### config.mk
export PLATFORM = sky130hd
export DESIGN_NAME = vga_timing_gen_flat
export DESIGN_NICKNAME = d
export VERILOG_FILES = /design/src/rtl/vga_timing_gen_if.sv /design/src/rtl/vga_timing_gen.sv /design/src/flat_wrapper.sv
export SDC_FILE = /design/constraint.sdc
export NUM_CORES = 1
export LEC_CHECK = 0
export ABC_AREA = 1
export BUFFER_PORTS_ARGS = -buffer_cell sky130_fd_sc_hd__buf_2
export CAP_MARGIN = 20
export CORE_UTILIZATION = 35
export DETAILED_ROUTE_END_ITERATION = 10
export GPL_ROUTABILITY_DRIVEN = 0
export SYNTH_ARGS = -nofsm -noshare
export SYNTH_HDL_FRONTEND = slang
export SYNTH_SLANG_ARGS = --single-unit
### constraint.sdc
create_clock -name clk_25MHz -period 1.8 [get_ports clk_25MHz]
set_input_delay 0.18 -clock clk_25MHz [delete_from_list [all_inputs] [get_ports clk_25MHz]]
set_output_delay 0.18 -clock clk_25MHz [all_outputs]
set_load 0.03 [all_outputs]
### src/rtl/vga_timing_gen_if.sv
// vga_timing_gen_if: bundle between the VGA raster engine and its pixel source / sink.
//
// Signals (CW = counter width):
//   ce           advance enable supplied to the engine
//   pixel_in     RGB332 pixel data returned by the framebuffer
//   hc, vc       raw horizontal / vertical counters
//   pix_x, pix_y scaled framebuffer address, 0 outside the active area
//   pix_req      current hc/vc lies in the active area
//   hsync, vsync sync pins, aligned with the colour pins
//   red/green/blue 4-bit colour pins
//   frame_start, vblank_start one-clock strobes for buffer swapping
//
// Modports:
//   master  the raster engine (drives addresses, pins and strobes)
//   slave   the surrounding system (drives ce and pixel_in)
interface vga_timing_gen_if #(
  parameter int unsigned CW = 10
) ();

  logic          ce;
  logic [7:0]    pixel_in;
  logic [CW-1:0] hc;
  logic [CW-1:0] vc;
  logic [CW-1:0] pix_x;
  logic [CW-1:0] pix_y;
  logic          pix_req;
  logic          hsync;
  logic          vsync;
  logic [3:0]    red;
  logic [3:0]    green;
  logic [3:0]    blue;
  logic          frame_start;
  logic          vblank_start;

  modport master (
    input  ce,
    input  pixel_in,
    output hc,
    output vc,
    output pix_x,
    output pix_y,
    output pix_req,
    output hsync,
    output vsync,
    output red,
    output green,
    output blue,
    output frame_start,
    output vblank_start
  );

  modport slave (
    output ce,
    output pixel_in,
    input  hc,
    input  vc,
    input  pix_x,
    input  pix_y,
    input  pix_req,
    input  hsync,
    input  vsync,
    input  red,
    input  green,
    input  blue,
    input  frame_start,
    input  vblank_start
  );

endinterface

### src/rtl/vga_timing_gen.sv
// vga_timing_gen: parametrised VGA raster engine.
//
// Generates the horizontal/vertical counters, a scaled framebuffer address, and the
// sync and colour pins. Pixel data returns LAT ce-cycles after its address, so the sync
// and active terms travel through a LAT-deep shift register and are then registered
// together with the colour, keeping every pin aligned with pixel_in.
//
// Ports:
//   clk_25MHz  pixel clock
//   rst_n      synchronous active-low reset (wins over ce)
//   vga        master side of vga_timing_gen_if (ce, pixel_in in; counters, address,
//              pins and frame/vblank strobes out)
module vga_timing_gen #(
  parameter int unsigned H_ACTIVE    = 640,
  parameter int unsigned H_FP        = 16,
  parameter int unsigned H_SYNC      = 96,
  parameter int unsigned H_BP        = 48,
  parameter int unsigned V_ACTIVE    = 480,
  parameter int unsigned V_FP        = 10,
  parameter int unsigned V_SYNC      = 2,
  parameter int unsigned V_BP        = 33,
  parameter bit          HS_POL      = 1'b0,
  parameter bit          VS_POL      = 1'b0,
  parameter int unsigned SCALE_SHIFT = 0,
  parameter int unsigned LAT         = 1,
  parameter int unsigned CW          = 10
) (
  input  logic             clk_25MHz,
  input  logic             rst_n,
  vga_timing_gen_if.master vga
);

  localparam int unsigned H_TOTAL    = H_ACTIVE + H_FP + H_SYNC + H_BP;
  localparam int unsigned V_TOTAL    = V_ACTIVE + V_FP + V_SYNC + V_BP;
  localparam int unsigned HSyncStart = H_ACTIVE + H_FP;
  localparam int unsigned HSyncEnd   = HSyncStart + H_SYNC;
  localparam int unsigned VSyncStart = V_ACTIVE + V_FP;
  localparam int unsigned VSyncEnd   = VSyncStart + V_SYNC;

  // Elaboration-time guards on the parameter set.
  if (SCALE_SHIFT > 3) begin : g_bad_scale
    $error("vga_timing_gen: SCALE_SHIFT must be in 0..3");
  end
  if (LAT < 1 || LAT > 4) begin : g_bad_lat
    $error("vga_timing_gen: LAT must be in 1..4");
  end
  if (CW < 1 || CW > 31) begin : g_bad_cw_range
    $error("vga_timing_gen: CW must be in 1..31");
  end else if ((longint'(H_TOTAL) > (longint'(1) << CW)) ||
               (longint'(V_TOTAL) > (longint'(1) << CW))) begin : g_bad_cw
    $error("vga_timing_gen: CW too small for H_TOTAL-1 / V_TOTAL-1");
  end
  if (H_ACTIVE == 0 || V_ACTIVE == 0) begin : g_bad_active
    $error("vga_timing_gen: active area must be non-empty");
  end

  localparam logic [CW-1:0] HLast       = CW'(H_TOTAL - 1);
  localparam logic [CW-1:0] VLast       = CW'(V_TOTAL - 1);
  localparam logic [CW-1:0] VLastActive = CW'(V_ACTIVE - 1);

  // One pipeline tap: active flag plus raw (active-high) sync terms.
  typedef struct packed {
    logic act;
    logic vs;
    logic hs;
  } tap_t;

  logic [CW-1:0] hc_q, hc_d;
  logic [CW-1:0] vc_q, vc_d;
  tap_t [LAT-1:0] pipe_q, pipe_d;
  tap_t          last_tap;

  logic          hsync_q, hsync_d;
  logic          vsync_q, vsync_d;
  logic [3:0]    red_q, red_d;
  logic [3:0]    green_q, green_d;
  logic [3:0]    blue_q, blue_d;
  logic          frame_q, frame_d;
  logic          vblank_q, vblank_d;

  logic          h_end;
  logic          v_end;
  logic          v_last_active;
  logic          pix_req;
  logic          h_sync_raw;
  logic          v_sync_raw;
  logic [31:0]   hc_w;
  logic [31:0]   vc_w;
  logic [2:0]    pix_r;
  logic [2:0]    pix_g;
  logic [1:0]    pix_b;

  // Compare in 32 bits so sync windows ending exactly at the total cannot overflow CW.
  assign hc_w = 32'(hc_q);
  assign vc_w = 32'(vc_q);

  assign h_end         = (hc_q == HLast);
  assign v_end         = (vc_q == VLast);
  assign v_last_active = (vc_q == VLastActive);

  assign pix_req    = (hc_w < H_ACTIVE) && (vc_w < V_ACTIVE);
  assign h_sync_raw = (hc_w >= HSyncStart) && (hc_w < HSyncEnd);
  assign v_sync_raw = (vc_w >= VSyncStart) && (vc_w < VSyncEnd);

  assign last_tap = pipe_q[LAT-1];

  assign pix_r = vga.pixel_in[7:5];
  assign pix_g = vga.pixel_in[4:2];
  assign pix_b = vga.pixel_in[1:0];

  // Next-state: everything holds unless ce; strobes default low so they stay one clock wide.
  always_comb begin
    hc_d     = hc_q;
    vc_d     = vc_q;
    pipe_d   = pipe_q;
    hsync_d  = hsync_q;
    vsync_d  = vsync_q;
    red_d    = red_q;
    green_d  = green_q;
    blue_d   = blue_q;
    frame_d  = 1'b0;
    vblank_d = 1'b0;

    if (vga.ce) begin
      hc_d = h_end ? '0 : hc_q + CW'(1);
      if (h_end) begin
        vc_d = v_end ? '0 : vc_q + CW'(1);
      end

      pipe_d[0] = '{act: pix_req, vs: v_sync_raw, hs: h_sync_raw};
      for (int unsigned i = 1; i < LAT; i++) begin
        pipe_d[i] = pipe_q[i-1];
      end

      hsync_d = last_tap.hs ? HS_POL : ~HS_POL;
      vsync_d = last_tap.vs ? VS_POL : ~VS_POL;

      // Replicate MSBs so full-scale 3/2-bit values map to full-scale 4-bit values.
      if (last_tap.act) begin
        red_d   = {pix_r, pix_r[2]};
        green_d = {pix_g, pix_g[2]};
        blue_d  = {pix_b, pix_b};
      end else begin
        red_d   = 4'h0;
        green_d = 4'h0;
        blue_d  = 4'h0;
      end

      frame_d  = h_end && v_end;
      vblank_d = h_end && v_last_active;
    end
  end

  always_ff @(posedge clk_25MHz) begin
    if (!rst_n) begin
      hc_q     <= '0;
      vc_q     <= '0;
      pipe_q   <= '0;
      hsync_q  <= ~HS_POL;
      vsync_q  <= ~VS_POL;
      red_q    <= 4'h0;
      green_q  <= 4'h0;
      blue_q   <= 4'h0;
      frame_q  <= 1'b0;
      vblank_q <= 1'b0;
    end else begin
      hc_q     <= hc_d;
      vc_q     <= vc_d;
      pipe_q   <= pipe_d;
      hsync_q  <= hsync_d;
      vsync_q  <= vsync_d;
      red_q    <= red_d;
      green_q  <= green_d;
      blue_q   <= blue_d;
      frame_q  <= frame_d;
      vblank_q <= vblank_d;
    end
  end

  assign vga.hc           = hc_q;
  assign vga.vc           = vc_q;
  assign vga.pix_req      = pix_req;
  assign vga.pix_x        = pix_req ? (hc_q >> SCALE_SHIFT) : '0;
  assign vga.pix_y        = pix_req ? (vc_q >> SCALE_SHIFT) : '0;
  assign vga.hsync        = hsync_q;
  assign vga.vsync        = vsync_q;
  assign vga.red          = red_q;
  assign vga.green        = green_q;
  assign vga.blue         = blue_q;
  assign vga.frame_start  = frame_q;
  assign vga.vblank_start = vblank_q;

endmodule

### src/flat_wrapper.sv
// flat-port wrapper written by rule: the top's interface ports become plain ports
module vga_timing_gen_flat 
#(
  parameter int unsigned H_ACTIVE    = 640,
  parameter int unsigned H_FP        = 16,
  parameter int unsigned H_SYNC      = 96,
  parameter int unsigned H_BP        = 48,
  parameter int unsigned V_ACTIVE    = 480,
  parameter int unsigned V_FP        = 10,
  parameter int unsigned V_SYNC      = 2,
  parameter int unsigned V_BP        = 33,
  parameter bit          HS_POL      = 1'b0,
  parameter bit          VS_POL      = 1'b0,
  parameter int unsigned SCALE_SHIFT = 0,
  parameter int unsigned LAT         = 1,
  parameter int unsigned CW          = 10
)
  (clk_25MHz, rst_n, vga_ce, vga_pixel_in, vga_hc, vga_vc, vga_pix_x, vga_pix_y, vga_pix_req, vga_hsync, vga_vsync, vga_red, vga_green, vga_blue, vga_frame_start, vga_vblank_start);
  vga_timing_gen_if #(.CW(CW)) vga_i ();
  input  logic clk_25MHz;
  input  logic rst_n;
  input wire logic [$bits(vga_i.ce)-1:0] vga_ce;
  input wire logic [$bits(vga_i.pixel_in)-1:0] vga_pixel_in;
  output wire logic [$bits(vga_i.hc)-1:0] vga_hc;
  output wire logic [$bits(vga_i.vc)-1:0] vga_vc;
  output wire logic [$bits(vga_i.pix_x)-1:0] vga_pix_x;
  output wire logic [$bits(vga_i.pix_y)-1:0] vga_pix_y;
  output wire logic [$bits(vga_i.pix_req)-1:0] vga_pix_req;
  output wire logic [$bits(vga_i.hsync)-1:0] vga_hsync;
  output wire logic [$bits(vga_i.vsync)-1:0] vga_vsync;
  output wire logic [$bits(vga_i.red)-1:0] vga_red;
  output wire logic [$bits(vga_i.green)-1:0] vga_green;
  output wire logic [$bits(vga_i.blue)-1:0] vga_blue;
  output wire logic [$bits(vga_i.frame_start)-1:0] vga_frame_start;
  output wire logic [$bits(vga_i.vblank_start)-1:0] vga_vblank_start;
  assign vga_i.ce = vga_ce;
  assign vga_i.pixel_in = vga_pixel_in;
  assign vga_hc = vga_i.hc;
  assign vga_vc = vga_i.vc;
  assign vga_pix_x = vga_i.pix_x;
  assign vga_pix_y = vga_i.pix_y;
  assign vga_pix_req = vga_i.pix_req;
  assign vga_hsync = vga_i.hsync;
  assign vga_vsync = vga_i.vsync;
  assign vga_red = vga_i.red;
  assign vga_green = vga_i.green;
  assign vga_blue = vga_i.blue;
  assign vga_frame_start = vga_i.frame_start;
  assign vga_vblank_start = vga_i.vblank_start;
  vga_timing_gen #(.H_ACTIVE(H_ACTIVE), .H_FP(H_FP), .H_SYNC(H_SYNC), .H_BP(H_BP), .V_ACTIVE(V_ACTIVE), .V_FP(V_FP), .V_SYNC(V_SYNC), .V_BP(V_BP), .HS_POL(HS_POL), .VS_POL(VS_POL), .SCALE_SHIFT(SCALE_SHIFT), .LAT(LAT), .CW(CW)) u_core (.clk_25MHz(clk_25MHz), .rst_n(rst_n), .vga(vga_i));
endmodule
Word-level counts from Yosys, hierarchy flattened. Cells that the tools add are included.

Flip-flop bits (word level): 39. Bits of input ports: 11. Output and inout port bits: 57. Logic and storage cells: 39.

Add/sub/neg operators: 2. Magnitude comparators: 6. Equal/unequal tests: 3. Muxes and demuxes: 9. Reduce and logical (&&, ||, !) cells: 7.

Operators with widths (number): two-way mux 10 bit (4); adder 10 x 1 -> 10 bit (second input constant) (2); == test 10 bit (second input constant) (2); less-than comparator 10 bit (second input constant) (2); less-than comparator 10 x 9 -> 1 bit (second input constant) (2); two-way mux 4 bit (3); == test 10 x 9 -> 1 bit (second input constant) (1); >= comparator 10 bit (second input constant) (1); >= comparator 10 x 9 -> 1 bit (second input constant) (1); logical AND 1 bit (5); AND reduction 2 bit (2); two-way mux 1 bit (2).

Depth between registers and ports, before layout.
Word-level depth: 3. Gate-level depth with buffers: 9. Mapped depth without buffers: 9.

Worst setup path before layout. No wires, ideal clock.

Kind: reg2reg. Start: register u_core.hc_q[1], in the netlist u_core.vga.hc[1]. End: register u_core.vc_q[6], in the netlist u_core.vga.vc[6]. Setup time: 128 ps. Arrival: 1511 ps. Required time: 1672 ps. Setup slack: 161 ps. Cell stages (with the launch flop): 10. Buffers on the path: 1. Period minus slack after synthesis: 1639 ps. Cell sequence: dfxtp_1 ha_1 nand2_2 nor2_4 nand2_2 nor2_4 buf_6 nand3_1 nand2_1 nor2_1.

Word-level cells in the longest chain between the ends: 2.

RTL lines: start: declaration (RTL line vga_timing_gen.sv:68) `logic [CW-1:0] hc_q, hc_d;`; start signal: assignment (RTL line vga_timing_gen.sv:156) `hc_q <= '0;`; start signal: assignment (RTL line vga_timing_gen.sv:167) `hc_q <= hc_d;`; == test 10 bit (RTL line vga_timing_gen.sv:97) `assign h_end = (hc_q == HLast);`; AND reduction 2 bit (no line); end signal: assignment (RTL line vga_timing_gen.sv:168) `vc_q <= vc_d;`; end: declaration (RTL line vga_timing_gen.sv:69) `logic [CW-1:0] vc_q, vc_d;`.

No other way between the ends. A chain may end at the register's enable or synchronous reset.

Worst setup path after layout.
Start: register u_core.vc_q[5], in the netlist u_core.vga.vc[5]. End: output vga_pix_x[4].

Word-level cells in the longest chain between the ends: 3.

RTL lines: less-than comparator 10 x 9 -> 1 bit (RTL line vga_timing_gen.sv:101) `assign pix_req = (hc_w < H_ACTIVE) && (vc_w < V_ACTIVE);`; logical AND 1 bit (RTL line vga_timing_gen.sv:101); two-way mux 10 bit (RTL line vga_timing_gen.sv:183) `assign vga.pix_x = pix_req ? (hc_q >> SCALE_SHIFT) : '0;`; end: declaration (RTL line flat_wrapper.sv:26) `output wire logic [$bits(vga_i.pix_x)-1:0] vga_pix_x;`.

No other way between the ends.

==> results.sh <==
export IMPL_placed_cell_area_mm2=0.00221
export IMPL_cp_max_fo=8
export IMPL_vdd_drop_max_v=0.000475
export IMPL_place_port_buffers=66
export IMPL_grt_pass1_vias=1554
export IMPL_setup_violations=0
export IMPL_num_antenna_cells=0
export IMPL_cts_root_buf="clkbuf_8"
export IMPL_status="finished clean"
export IMPL_cp_arrival_ns=1.52
export IMPL_hold_path_class="in -> reg"
export IMPL_fill_cells=524
export IMPL_cts_tree="done"
export IMPL_layout_drive_gt1_share_pct=27.2
export IMPL_stdcell_area_mm2=0.00238
export IMPL_critical_path_max_stage_delay_ns=0.36
export IMPL_clkSlewWorstSetupHoldPaths_ns=0.07
export IMPL_finalHoldViolCount=0
export IMPL_syn2layout_area_growth_pct=32.7
export IMPL_die_area_mm2=0.00542
export IMPL_yosysTopAreaCell="dfxtp_1"
export IMPL_internal_power_uw=1280
export IMPL_overflow=0
export IMPL_nets=363
export IMPL_cp_slowest_cell="dfxtp_2"
export IMPL_timing_critical_path_mode_cell="nand4_1"
export IMPL_dr_first_iter_drc_count=158
export IMPL_wire_per_inst_um=11.2
export IMPL_p_per_area_mw_per_mm2=695
export IMPL_dpl_hpwl_um=3510
export IMPL_synthTopCellsByArea="dfxtp_1 39%, nand2_1 14%, nor2_1 11%"
export IMPL_ys_warn_count=0
export IMPL_criticalPathCategory="reg -> out"
export IMPL_switching_power_uw=379
export IMPL_cts_sinks=35
export IMPL_p_seq_share_pct=48.4
export IMPL_drc=0
export IMPL_die_w_um=73.7
export IMPL_power_total_uw=1660
export IMPL_min_period_ns=1.70
export IMPL_synthSimpleGateAreaFrac_pct=37.4
export IMPL_synth_fa_ha_area_share_pct=2.79
export IMPL_wl_um=4650
export IMPL_p_clk_share_pct=43.6
export IMPL_synth_seq_cells=35
export IMPL_switching_share_pct=22.9
export IMPL_syn_cell_area_mm2=0.00180
export IMPL_grt_max_degree=17
export IMPL_clockBufferDepth=2
export IMPL_core_area_mm2=0.00482
export IMPL_synth_nets=289
export IMPL_initial_utilization_pct=37.3
export IMPL_ys_seq_area_share_pct=39.0
export IMPL_synth_area_per_cell_um2=6.56
export IMPL_synth_edff_count=0
export IMPL_num_vias=1912
export IMPL_vias_per_cell=4.60
export IMPL_grtUsageTotal_pct=17.5
export IMPL_dominantRegCellSynth="dfxtp_1"
export IMPL_drv_slew=0
export IMPL_io_pins=68
export IMPL_cts_max_level=2
export IMPL_async_flop_share_pct=0
export IMPL_worst_setup_path_start_kind="flop"
export IMPL_endpoint_kind="primary output"
export IMPL_ys_types=23
export IMPL_synth_xor_area_share_pct=1.95
export IMPL_grt_setup_unrepaired="yes"
export IMPL_p_leak_uw=0.00117
export IMPL_yosysTopAreaCellShare_pct=39.0
export IMPL_grt_antenna_before_repair=0
export IMPL_numCtsBuffers=5
export IMPL_grt_pass1_wl_um=7290
export IMPL_layout_worst_path_cycle_share_pct=94.2
export IMPL_fin_worst_skew_ns=0.00822
export IMPL_max_freq_ghz=0.590
export IMPL_p_comb_share_pct=8.0
export IMPL_firstDrtPassIters=4
export IMPL_utilization_pct=49.5
export IMPL_synth_top_family_by_area="simple AND/OR/NAND/NOR gates"
export IMPL_std_cell_rows=25
export IMPL_ant_nets=0
export IMPL_critical_path_required_ns=1.62
export IMPL_dieHeight_um=73.7
export IMPL_clkLatencyLatePin_ns=0.28
export IMPL_synthCells=274
export IMPL_cap_viol_max_count=0
export IMPL_crit_path_cell_trace="nand4_1 > nand4_1 > buf_4 > nor2_1 > clkbuf_4"
export IMPL_synth_compound_area_share_pct=7.80
export IMPL_synth_mux_area_share_pct=0
export IMPL_fin_tns_setup_ns=0
## per-layer routing
metal | up-vias | share of wire, % | GRT usage [%]
met5 | - | 0 | 0
met4 | 0 | 0.58 | 3.21
met3 | 5 | 4.2 | 3.70
met2 | 45 | 46 | 27.3
met1 | 854 | 49 | 25.1
li1 | 1008 | - | -
## power by group through the flow
stage	clock network, uW	registers [uW]	logic [uW]
after floorplan	0	841	69.6
after global placement	0	819	135
after detailed placement	0	820	134
after CTS	733	802	135
after global routing	769	805	148
final	723	802	133
## kinds of logic after synthesis
logic type / Yosys count
other: 1
AOI/OAI and AO/OA: 27
and+or+nand+nor: 158
xor gates and xnor gates: 4
DFF: 35
buffers and inverters: 45
adders and majority gates: 4
## per-stage QoR
step,hold WS (ns),std cells,setup WS [ns]
floorplan,0.302,274,0.161
global placement,0.420,404,0.228
detailed placement,0.427,404,0.133
CTS,0.154,412,0.0587
global route,0.160,416,-0.0265
finish,0.159,416,0.105
## path summary, 6_finish.rpt
path	startpoint	end	slack (ns)	cells past startpoint
worst min-delay path	vga_pixel_in[2]	u_core.vga.green[1]$_SDFFE_PN0P_	0.16	3
worst max register to register	u_core.vga.hc[0]$_SDFFE_PN0P_	u_core.vga.vc[2]$_SDFFE_PN0P_	0.24	10
worst min register to register	u_core.last_tap[0]$_SDFFE_PN0P_	u_core.vga.hsync$_SDFFE_PN1P_	0.44	1
worst max-delay path	u_core.vga.vc[5]$_SDFFE_PN0P_	vga_pix_x[4]	0.10	5
## timing repair
action,CTS,global route
hold endpoints to repair,0,0
hold buffers,0,0
resized for setup,0,8
setup endpoints to repair,0,23
setup buffers,0,4
## placed cells by master, fill, tap and decap left out
cell type,synthesis,layout
clkinv_2,0,1
nand2_1,65,65
buf_12,0,1
clkinv_1,1,1
a21oi_1,17,17
ha_1,4,4
conb_1,1,1
clkbuf_8,0,6
nor2_1,52,52
nand4_1,7,7
buf_4,5,14
xor2_1,4,4
nor4_1,1,1
dfxtp_1,35,32
clkbuf_4,0,3
nand3b_1,1,1
a211oi_1,1,1
nand2_2,2,2
buf_2,0,62
o21ai_0,7,7
bufinv_16,0,1
o21ai_1,1,1
inv_1,31,31
dfxtp_2,0,3
o211ai_1,1,1
nor2_4,2,2
nand3_1,24,24
nor3_1,4,4
## area by class of cell
| type | instances | area (um2) | share of cell area (%) |
|---|---|---|---|
| Multi-Input combinational cell | 194 | 901 | 37.8 |
| Sequential cell | 35 | 704 | 29.5 |
| Timing Repair Buffer | 80 | 458 | 19.2 |
| Inverter | 32 | 120 | 5.04 |
| Tap cell | 67 | 83.8 | 3.52 |
| Clock buffer | 6 | 82.6 | 3.46 |
| Clock inverter | 2 | 35.0 | 1.47 |
## synthesized netlist by cell type, types with 2 or more instances
library cell and n:
nor2_4 2, nand2_1 65, inv_1 31, o21ai_0 7, nand3_1 24, ha_1 4
nand4_1 7, buf_4 5, nor3_1 4, xor2_1 4, nor2_1 52, clkbuf_1 7
dfxtp_1 35, nand2_2 2, a21oi_1 17
## critical path, delay by kind of cell (launching register included)
| kind | cells | cell delay (ns) |
|---|---|---|
| AND/OR/NAND/NOR | 3 | 0.47 |
| buffers and inverters | 2 | 0.40 |
| flip-flops | 1 | 0.36 |
## state kept, by name, summed over array words and instances, names as in the netlist
| register | count |
|---|---|
| u_core.vga.hc | 10 |
| u_core.vga.vc | 10 |
| u_core.last_tap | 3 |
| u_core.vga.green | 3 |
| u_core.vga.red | 3 |
| u_core.vga.blue | 2 |
| u_core.vga.frame_start | 1 |
| u_core.vga.hsync | 1 |
| u_core.vga.vblank_start | 1 |
| u_core.vga.vsync | 1 |
(Power assumes the default switching activity.)
